### config.mk
export PLATFORM = sky130hd
export DESIGN_NAME = scanline_fetch_sched
export DESIGN_NICKNAME = d
export VERILOG_FILES = /design/src/rtl/scanline_fetch_sched_pkg.sv /design/src/rtl/scanline_fetch_sched_rr_arbiter.sv /design/src/rtl/scanline_fetch_sched.sv
export SDC_FILE = /design/constraint.sdc
export NUM_CORES = 1
export LEC_CHECK = 0
export BUFFER_PORTS_ARGS = -buffer_cell sky130_fd_sc_hd__buf_2
export CAP_MARGIN = 5
export CORE_MARGIN = 2
export CORE_UTILIZATION = 41
export CTS_CLUSTER_SIZE = 14
export DETAILED_ROUTE_END_ITERATION = 8
export GPL_TIMING_DRIVEN = 0
export PLACE_DENSITY = 0.86
export SLEW_MARGIN = 20
export SYNTH_ARGS = -nofsm -noshare
export SYNTH_HDL_FRONTEND = slang
export SYNTH_HIERARCHICAL = 1
export SYNTH_SLANG_ARGS = --single-unit
### constraint.sdc
create_clock -name clk -period 2.3 [get_ports clk]
set_input_delay 0.345 -clock clk [delete_from_list [all_inputs] [get_ports clk]]
set_output_delay 0.345 -clock clk [all_outputs]
set_load 0.005 [all_outputs]
### src/rtl/scanline_fetch_sched_pkg.sv
// rtl/scanline_fetch_sched_pkg.sv - shared video constants and fetch FSM encoding
package scanline_fetch_sched_pkg;

    localparam int V_ACTIVE_DEF = 240;

    typedef enum logic [1:0] {
        ST_IDLE    = 2'd0,
        ST_ARB     = 2'd1,
        ST_WAIT    = 2'd2,
        ST_LOCKOUT = 2'd3
    } fetch_state_e;

endpackage

### src/rtl/scanline_fetch_sched_rr_arbiter.sv
// rtl/scanline_fetch_sched_rr_arbiter.sv - round-robin one-hot pick starting after the pointer
module rr_arbiter #(
    parameter int NREQ = 3,
    parameter int PW   = 2
) (
    input  logic [NREQ-1:0] eligible,
    input  logic [PW-1:0]   pointer,
    output logic [NREQ-1:0] pick
);

    logic          w_found;
    logic [PW-1:0] w_idx;

    always_comb begin
        pick    = '0;
        w_found = 1'b0;
        w_idx   = '0;
        for (int k = 1; k <= NREQ; k++) begin
            w_idx = PW'((int'(pointer) + k) % NREQ);
            if (!w_found && eligible[w_idx]) begin
                pick[w_idx] = 1'b1;
                w_found     = 1'b1;
            end
        end
    end

endmodule

### src/rtl/scanline_fetch_sched.sv
// rtl/scanline_fetch_sched.sv - per-scanline ROM fetch scheduler with round-robin requesters
module scanline_fetch_sched
    import scanline_fetch_sched_pkg::*;
#(
    parameter int NREQ     = 3,
    parameter int AW       = 22,
    parameter int DW       = 32,
    parameter int V_ACTIVE = V_ACTIVE_DEF
) (
    input  logic               clk,
    input  logic               reset,
    input  logic               lhbl,
    input  logic [8:0]         vrender,
    input  logic [NREQ-1:0]    req,
    input  logic [NREQ*AW-1:0] addr,
    input  logic [NREQ-1:0]    done,
    output logic [NREQ-1:0]    gnt,
    output logic               start,
    output logic [8:0]         render_line,
    output logic               bank,
    output logic               rom_cs,
    output logic [AW-1:0]      rom_addr,
    input  logic               rom_ok,
    input  logic [DW-1:0]      rom_data,
    output logic [DW-1:0]      dout,
    output logic [NREQ-1:0]    dvalid,
    output logic               overrun
);

    localparam int PW = (NREQ > 1) ? $clog2(NREQ) : 1;

    fetch_state_e    r_state, w_state_nxt;
    logic            r_lhbl_d, r_first, r_active, r_bank, r_start, r_overrun, r_rom_cs;
    logic [NREQ-1:0] r_gnt, r_dvalid, r_done_mask;
    logic [8:0]      r_render_line;
    logic [AW-1:0]   r_rom_addr;
    logic [DW-1:0]   r_dout;
    logic [PW-1:0]   r_ptr;

    logic            w_first_nxt, w_active_nxt, w_bank_nxt, w_start_nxt, w_ovr_nxt, w_cs_nxt;
    logic [NREQ-1:0] w_gnt_nxt, w_dvalid_nxt, w_mask_nxt;
    logic [8:0]      w_line_nxt;
    logic [AW-1:0]   w_addr_nxt;
    logic [DW-1:0]   w_dout_nxt;
    logic [PW-1:0]   w_ptr_nxt;

    logic            w_bnd, w_line_on;
    logic [NREQ-1:0] w_mask, w_elig, w_pick;
    logic [PW-1:0]   w_pick_idx;
    logic [AW-1:0]   w_sel_addr;

    function automatic logic [PW-1:0] oh_idx(input logic [NREQ-1:0] v);
        logic [PW-1:0] idx;
        idx = '0;
        for (int i = 0; i < NREQ; i++) begin
            if (v[i]) idx = PW'(i);
        end
        return idx;
    endfunction

    assign w_bnd      = lhbl & ~r_lhbl_d;
    assign w_line_on  = (int'(vrender) < V_ACTIVE);
    // a done arriving in the same cycle as a request takes priority
    assign w_mask     = r_done_mask | done;
    assign w_elig     = req & ~w_mask;
    assign w_pick_idx = oh_idx(w_pick);
    assign w_sel_addr = addr[w_pick_idx*AW +: AW];

    rr_arbiter #(.NREQ(NREQ), .PW(PW)) u_rr (
        .eligible (w_elig),
        .pointer  (r_ptr),
        .pick     (w_pick)
    );

    always_comb begin
        w_state_nxt  = r_state;
        w_gnt_nxt    = r_gnt;
        w_cs_nxt     = r_rom_cs;
        w_addr_nxt   = r_rom_addr;
        w_dout_nxt   = r_dout;
        w_dvalid_nxt = '0;
        w_start_nxt  = 1'b0;
        w_ovr_nxt    = 1'b0;
        w_bank_nxt   = r_bank;
        w_line_nxt   = r_render_line;
        w_mask_nxt   = w_mask;
        w_ptr_nxt    = r_ptr;
        w_first_nxt  = 1'b0;
        w_active_nxt = r_active;
        if (w_bnd) begin
            // a new line aborts any in-flight fetch, including a coincident rom_ok
            w_bank_nxt   = ~r_bank;
            w_line_nxt   = vrender;
            w_mask_nxt   = '0;
            w_ovr_nxt    = r_active && (r_done_mask != {NREQ{1'b1}});
            w_start_nxt  = w_line_on;
            w_active_nxt = w_line_on;
            w_gnt_nxt    = '0;
            w_cs_nxt     = 1'b0;
            w_state_nxt  = w_line_on ? ST_ARB : ST_LOCKOUT;
        end else begin
            case (r_state)
                ST_ARB: begin
                    if (&w_mask) begin
                        w_state_nxt = ST_LOCKOUT;
                    end else if (|w_elig) begin
                        w_gnt_nxt   = w_pick;
                        w_cs_nxt    = 1'b1;
                        w_addr_nxt  = w_sel_addr;
                        w_ptr_nxt   = w_pick_idx;
                        w_first_nxt = 1'b1;
                        w_state_nxt = ST_WAIT;
                    end
                end
                ST_WAIT: begin
                    if (!r_first && rom_ok) begin
                        w_dout_nxt   = rom_data;
                        w_dvalid_nxt = r_gnt;
                        w_gnt_nxt    = '0;
                        w_cs_nxt     = 1'b0;
                        w_state_nxt  = ST_ARB;
                    end
                end
                default: ;
            endcase
        end
    end

    always_ff @(posedge clk) begin
        if (reset) begin
            r_state       <= ST_IDLE;
            r_lhbl_d      <= 1'b1;
            r_first       <= 1'b0;
            r_active      <= 1'b0;
            r_bank        <= 1'b0;
            r_start       <= 1'b0;
            r_overrun     <= 1'b0;
            r_rom_cs      <= 1'b0;
            r_gnt         <= '0;
            r_dvalid      <= '0;
            r_done_mask   <= '0;
            r_render_line <= '0;
            r_rom_addr    <= '0;
            r_dout        <= '0;
            r_ptr         <= PW'(NREQ - 1);
        end else begin
            r_state       <= w_state_nxt;
            r_lhbl_d      <= lhbl;
            r_first       <= w_first_nxt;
            r_active      <= w_active_nxt;
            r_bank        <= w_bank_nxt;
            r_start       <= w_start_nxt;
            r_overrun     <= w_ovr_nxt;
            r_rom_cs      <= w_cs_nxt;
            r_gnt         <= w_gnt_nxt;
            r_dvalid      <= w_dvalid_nxt;
            r_done_mask   <= w_mask_nxt;
            r_render_line <= w_line_nxt;
            r_rom_addr    <= w_addr_nxt;
            r_dout        <= w_dout_nxt;
            r_ptr         <= w_ptr_nxt;
        end
    end

    assign gnt         = r_gnt;
    assign start       = r_start;
    assign render_line = r_render_line;
    assign bank        = r_bank;
    assign rom_cs      = r_rom_cs;
    assign rom_addr    = r_rom_addr;
    assign dout        = r_dout;
    assign dvalid      = r_dvalid;
    assign overrun     = r_overrun;

endmodule

# [After elaboration in Yosys (flattened, before gate mapping)]
# Cells that the tools add are included.
[word_totals] regBits=83 input_bits=117 out_inout_bits=73 wordCells=107
[classes] addsub=3 mul=1 div=3 order_cmp=7 eq_ne=8 n_shift=1 mux=34 bitwise=13 reduce_logical=22
[op_table] op="modulo 32 x 3 -> 32 bit, second input constant" count=3
[op_table] op="variable part select 66 x 8 -> 22 bit" count=1
[op_table] op="two-way mux 3 bit" count=6
[op_table] op="two-way mux 1 bit" count=13
[op_table] op="two-way mux 2 bit" count=6
[op_table] op="< comparator 2 x 3 -> 1 bit, second input constant" count=3
[op_table] op="< comparator 9 x 8 -> 1 bit, second input constant" count=1
[op_table] op="OR 3 bit" count=3
[op_table] op="AND reduction 3 bit" count=3
[op_table] op="AND reduction 4 bit" count=2
[op_table] op="OR reduction 4 bit" count=2
[op_table] op="logical AND 1 bit" count=7
[op_table] op="inverter 1 bit" count=7
[op_table] op="adder 2 x 2 -> 3 bit, second input constant" count=2
[op_table] op="binary-select mux 1 bit (select 2 bit)" count=3
[op_table] op="demux 1 bit (select 2 bit)" count=3
[op_table] op="greater-or-equal comparator 2 x 1 -> 1 bit, second input constant" count=3
[op_table] op="multiplier 2 x 4 -> 6 bit, second input constant" count=1
[op_table] op="!= test 2 bit, second input constant" count=3
[op_table] op="!= test 3 bit, second input constant" count=2
[op_table] op="case mux 3 bit (2 select lines)" count=1
[op_table] op="!= test 4 bit, second input constant" count=1
[op_table] op="case mux 2 bit (2 select lines)" count=1
[op_table] op="OR reduction 2 bit" count=2
[op_table] op="11 further kinds" count=13

# [Longest topological paths before layout]
[depth] ltp_word=16 mapped_depth=13 ltp_nobuf=10

# [By module]
# Netlist, hierarchy kept.
[modules_own_cells] mod="scanline_fetch_sched" instances=1 cells_per_inst=433 area_per_inst_um2=3443.3 seq_area_each_um2=1661.6
[modules_own_cells] mod="rr_arbiter" instances=1 cells_per_inst=32 area_per_inst_um2=227.7 seq_area_each_um2=0.0

# [Least setup slack after synthesis]
# OpenSTA, ideal clock, no wires.
[synth_timing] path_type="input port to flip-flop" startpoint="in done[1]" endpoint="reg r_rom_addr[14], in the netlist rom_addr[14]" setup_ns=0.071 arrival_ns=2.374 t_required_ns=2.229 slack_ns=-0.145 stages=12 path_buffers=2 path_cell_list="or3b_4 -> inv_1 -> mux2i_1 -> o22ai_1 -> o211ai_1 -> o22ai_1 -> clkbuf_1 -> clkbuf_1 -> nand2_1 -> o21ai_0 -> nand2_1 -> a21oi_1"
[synth_via] word_cells_on_any_way=28 classes_between="mul: 1; shift: 1; mux: 13; bitwise: 6; reduce/logical: 7"
[synth_lines] element="start: declaration" line_no="scanline_fetch_sched.sv:16" rtl="input logic [NREQ-1:0] done,"
[synth_lines] element="OR 3 bit (*)" line_no="scanline_fetch_sched.sv:64" rtl="assign w_mask = r_done_mask | done;"
[synth_lines] element="inverter 3 bit (*)" line_no="scanline_fetch_sched.sv:65" rtl="assign w_elig = req & ~w_mask;"
[synth_lines] element="AND 3 bit (*)" line_no="scanline_fetch_sched.sv:65"
[synth_lines] element="via w_elig[1]" line_no="scanline_fetch_sched.sv:48" rtl="logic [NREQ-1:0] w_mask, w_elig, w_pick;"
[synth_lines] element="binary-select mux 1 bit (select 2 bit)" line_no="scanline_fetch_sched_rr_arbiter.sv:20" rtl="if (!w_found && eligible[w_idx]) begin"
[synth_lines] element="two-way mux 1 bit (implied by the code)" line_no="scanline_fetch_sched_rr_arbiter.sv:20"
[synth_lines] element="two-way mux 1 bit" line_no="scanline_fetch_sched_rr_arbiter.sv:20"
[synth_lines] element="zero test 1 bit" line_no="scanline_fetch_sched_rr_arbiter.sv:20"
[synth_lines] element="logical AND 1 bit" line_no="scanline_fetch_sched_rr_arbiter.sv:20"
[synth_lines] element="two-way mux 1 bit" line_no="scanline_fetch_sched_rr_arbiter.sv:20"
[synth_lines] element="zero test 1 bit" line_no="scanline_fetch_sched_rr_arbiter.sv:20"
[synth_lines] element="logical AND 1 bit" line_no="scanline_fetch_sched_rr_arbiter.sv:20"
[synth_lines] element="two-way mux 3 bit (*)" line_no="scanline_fetch_sched_rr_arbiter.sv:20"
[synth_lines] element="via w_pick[2]" line_no="scanline_fetch_sched.sv:48"
[synth_lines] element="two-way mux 2 bit (*)" line_no="scanline_fetch_sched.sv:56" rtl="if (v[i]) idx = PW'(i);"
[synth_lines] element="multiplier 2 x 4 -> 6 bit (*)" line_no="scanline_fetch_sched.sv:67" rtl="assign w_sel_addr = addr[w_pick_idx*AW +: AW];"
[synth_lines] element="variable part select 66 x 8 -> 22 bit (*)" line_no="scanline_fetch_sched.sv:67"
[synth_lines] element="end signal: assignment" line_no="scanline_fetch_sched.sv:159" rtl="r_rom_addr <= w_addr_nxt;"
[synth_lines] element="end: declaration" line_no="scanline_fetch_sched.sv:36" rtl="logic [AW-1:0] r_rom_addr;"
# Mark *: on every way through the listed nets, which the timed path passes. The rest lies on a longest branch. The select of a mux whose other input is x is not followed.
# A chain may end at the register's enable or synchronous reset.

# [Final worst setup path]
[layout_timing] startpoint="reg r_done_mask[0]" endpoint="reg r_rom_addr[13], in the netlist rom_addr[13]"
[layout_via] word_cells_on_any_way=28 classes_between="mul: 1; shift: 1; mux: 13; bitwise: 6; reduce/logical: 7"
[layout_lines] element="start: declaration" line_no="scanline_fetch_sched.sv:34" rtl="logic [NREQ-1:0] r_gnt, r_dvalid, r_done_mask;"
[layout_lines] element="start signal: assignment" line_no="scanline_fetch_sched.sv:157" rtl="r_done_mask <= w_mask_nxt;"
[layout_lines] element="OR 3 bit (*)" line_no="scanline_fetch_sched.sv:64"
[layout_lines] element="inverter 3 bit (*)" line_no="scanline_fetch_sched.sv:65"
[layout_lines] element="AND 3 bit (*)" line_no="scanline_fetch_sched.sv:65"
[layout_lines] element="via w_elig[0]" line_no="scanline_fetch_sched.sv:48"
[layout_lines] element="binary-select mux 1 bit (select 2 bit)" line_no="scanline_fetch_sched_rr_arbiter.sv:20"
[layout_lines] element="two-way mux 1 bit (implied by the code)" line_no="scanline_fetch_sched_rr_arbiter.sv:20"
[layout_lines] element="two-way mux 1 bit" line_no="scanline_fetch_sched_rr_arbiter.sv:20"
[layout_lines] element="zero test 1 bit" line_no="scanline_fetch_sched_rr_arbiter.sv:20"
[layout_lines] element="logical AND 1 bit" line_no="scanline_fetch_sched_rr_arbiter.sv:20"
[layout_lines] element="two-way mux 1 bit" line_no="scanline_fetch_sched_rr_arbiter.sv:20"
[layout_lines] element="zero test 1 bit" line_no="scanline_fetch_sched_rr_arbiter.sv:20"
[layout_lines] element="logical AND 1 bit" line_no="scanline_fetch_sched_rr_arbiter.sv:20"
[layout_lines] element="two-way mux 3 bit (*)" line_no="scanline_fetch_sched_rr_arbiter.sv:20"
[layout_lines] element="via w_pick[2]" line_no="scanline_fetch_sched.sv:48"
[layout_lines] element="two-way mux 2 bit (*)" line_no="scanline_fetch_sched.sv:56"
[layout_lines] element="multiplier 2 x 4 -> 6 bit (*)" line_no="scanline_fetch_sched.sv:67"
[layout_lines] element="variable part select 66 x 8 -> 22 bit (*)" line_no="scanline_fetch_sched.sv:67"
# Marks and branches as above.

==> impl_metrics.yaml <==
run_status:
  outcome: "complete, but fails checks"
  violations: "negative setup slack"
synth:
  synth_area_sq_um: 3670
  synth_fp_nets: 586
  synth_top_area_cell: "dfxtp_1"
  synth_warnings: 6
  ys_async_sr_fraction_pct: 0
  synth.avg_cell_area_sq_um: 7.89
  synthTopCellsByArea: "dfxtp_1 (45%), nand2_1 (16%), a21oi_1 (8.6%)"
  syn_inst: 465
  ys_seq_elements: 83
  dominantRegCellSynth: "dfxtp_1"
  yosysSeqAreaShare_pct: 45.3
  yosys.area.top_type_share_pct: 45.3
  synth_cell_types: 45
  synth_edf_count: 0
sta:
  fin_ws_ns: -0.119
  fin_tns_setup_ns: -0.767
  fin_worst_skew_ns: 0.0129
  maxSlewViolCount: 0
  post-route-min-period_ns: 2.42
  worst_pin_slew_ns: 0.623
  post-route-period-util_pct: 105
  finalHoldViolations: 0
  setup_viol: 17
  rsz0062_at_grt: "yes"
  max_freq_mhz: 413
  slew_headroom_pct: 58.5
placed_design:
  placed_area_sq_um: 4760
  place_congestion: 0.896
  portBuffers: 188
  post-dp-hpwl_um: 8670
grt:
  grt_pass1_wl_um: 17500
  grt_overflow: 0
  grt_max_degree: 16
  grt_pass1_vias: 3847
  grt_util_all_layers_pct: 22.3
  antenna_found_initial: 1
worst_setup_path:
  crit_start: "r_done_mask[0]"
  r2r-start: "r_done_mask[0]"
  cp_slowest_cell: "or3b_4"
  cp_max_fo: 7
  cp.arrival_ns: 2.70
  worst_setup_path_end_kind: "flop"
  crit_chain: "or3b_4 -> clkinv_4 -> mux2i_2 -> o22ai_2 -> o211ai_1 -> o22ai_1 -> buf_4 -> clkbuf_16 -> nand2_1 -> o21ai_0 -> nand2_1 -> a21oi_1"
  worstPathRequired_ns: 2.58
  cp_top_family: "compound AO/OA/AOI/OAI gates"
  slowest_delay_ns: 0.44
  cp_common_cell: "nand2_1"
  cp.buffers_inverters: 3
  cp-start-kind: "flop"
  path_class: "reg2reg"
routing:
  drtPass1Iterations: 4
  drcViolationCount: 0
  drt_wl_total_um: 12100
  num_vias: 4109
  wl_met3_um: 828
  first_iter_violations: 140
  met1Wirelength_um: 4500
  highest_layer: "met5"
  drtAntennaViolNets: 0
  wl_met2_um: 6330
  viasPerCell: 5.13
  avgRoutedWirePerCell_um: 15.2
power_and_ir_drop:
  peakVddDrop_uv: 367
  leakage_nw: 2.41
  power_density_nw_per_um2: 772
die:
  core_region_area_sq_um: 8720
  dieArea_sq_um: 9730
  ioPinCount: 190
  start_util_pct: 42.1
  fp-row-count: 34
  die_w_um: 98.6
  fp.dieH_um: 98.6
finish:
  nets: 809
  antennaDiodeCount: 0
  final_area_sq_um: 5430
  multi_input_area_sq_um: 1930
  layout-drive-gt1-share_pct: 41.1
  final_common_cell: "buf_2"
  final_cell_mix: "buf_2 (192), nand2_1 (154), dfxtp_1 (78)"
  area_growth_pct: 47.9
  seq_area_sq_um: 1670
  utilization_pct: 62.3
  fillers: 734
clocking:
  clock-sinks: 83
  cts_made_buffers: 9
  cts-root-buf: "clkbuf_8"
  cts_hold_buf: 0
  cts.htree.levels: 3
  clock_latency_ns: 0.35
  cts_tree: "done"
  max-clock-path-buffers: 2
  cts.clk_slew.worst_paths_ns: 0.09
min_path:
  hold_path_class: "in2reg"
  hp-start: "lhbl"
run:
  maxCapViolCount: 0
-- power breakdown --
part	switching [mW]	internal, mW	total, mW
clock network	0.561	0.766	1.33
registers	0.0894	1.58	1.67
logic	0.637	0.554	1.19
total	1.29	2.90	4.19
-- path summary, 6_finish.rpt --
path                       end  slack, ns  cells after the start
setup / recovery  rom_addr[13]      -0.12                     12
hold / removal        r_lhbl_d       0.22                      2
setup reg to reg  rom_addr[13]      -0.12                     12
hold reg to reg        overrun       0.44                      2
-- Yosys cell counts (2+ instances only) --
master    number
clkbuf_1      22
nor2_1         9
a31oi_1        2
nor3b_1        3
nand4_1        4
or3b_4         2
o21ai_0       25
o22ai_1        2
a21oi_1       63
nor3_1         5
inv_1          8
nand2b_1       5
nand2_1      157
nand3_1        3
ha_1           4
buf_2          6
mux2i_1       26
a21oi_2        3
nor2b_1        4
buf_6          3
dfxtp_1       83
nand3b_1       2
buf_1          2
-- through the flow --
stage                     instances  setup WS (ns)  hold WS, ns  power [mW]
after detailed placement        761         -0.453        0.442        2.68
after CTS                       785        0.00673        0.198        4.04
final                           801         -0.119        0.218        4.19
after global routing            801         -0.246        0.209        4.41
after global placement          761         -0.357        0.431        2.64
after floorplan                 465        0.00122        0.413        2.31
-- kinds of logic (layout without fill, tap and decap cells) --
group	after synthesis	in the layout	synth area share, %
AND/OR/NAND/NOR	200	200	23.2
AO/OA/AOI/OAI	110	110	17.8
multiplexers	26	26	7.09
XOR/XNOR	1	1	0.239
adder cells (fa/ha/maj)	4	4	1.36
buffers and inverters	41	269	5.01
flip-flops	83	83	45.3
-- layer usage --
| metal | track usage [%] | vias to the layer above |
|---|---|---|
| li1 | - | 2002 |
| met1 | 24.1 | 1849 |
| met2 | 40.5 | 216 |
| met3 | 4.26 | 40 |
| met4 | 12.5 | 2 |
| met5 | 0 | - |
-- layout make-up --
class,count,area share [%]
multi-input combinational,341,35.5
buffer,33,4.08
sequential,83,30.7
tap,108,2.49
inverter,8,0.783
clock buffer,10,2.53
clock inverter,6,2.21
timing repair buffer,212,21.7
-- repair_timing --
action,CTS,global route
pin swaps,0,24
setup buffers,8,12
setup endpoints to repair,25,24
gates resized for setup,16,62
cloned,0,4
-- registers in the layout, indices dropped and copies added (netlist names) --
name         flops
dvalid           3
gnt              3
bank             1
r_ptr            2
dout            32
r_lhbl_d         1
r_active         1
start            1
r_first          1
r_done_mask      3
r_state          2
overrun          1
rom_addr        22
rom_cs           1
render_line      9
Note: power is estimated with default switching activity, not from simulation.
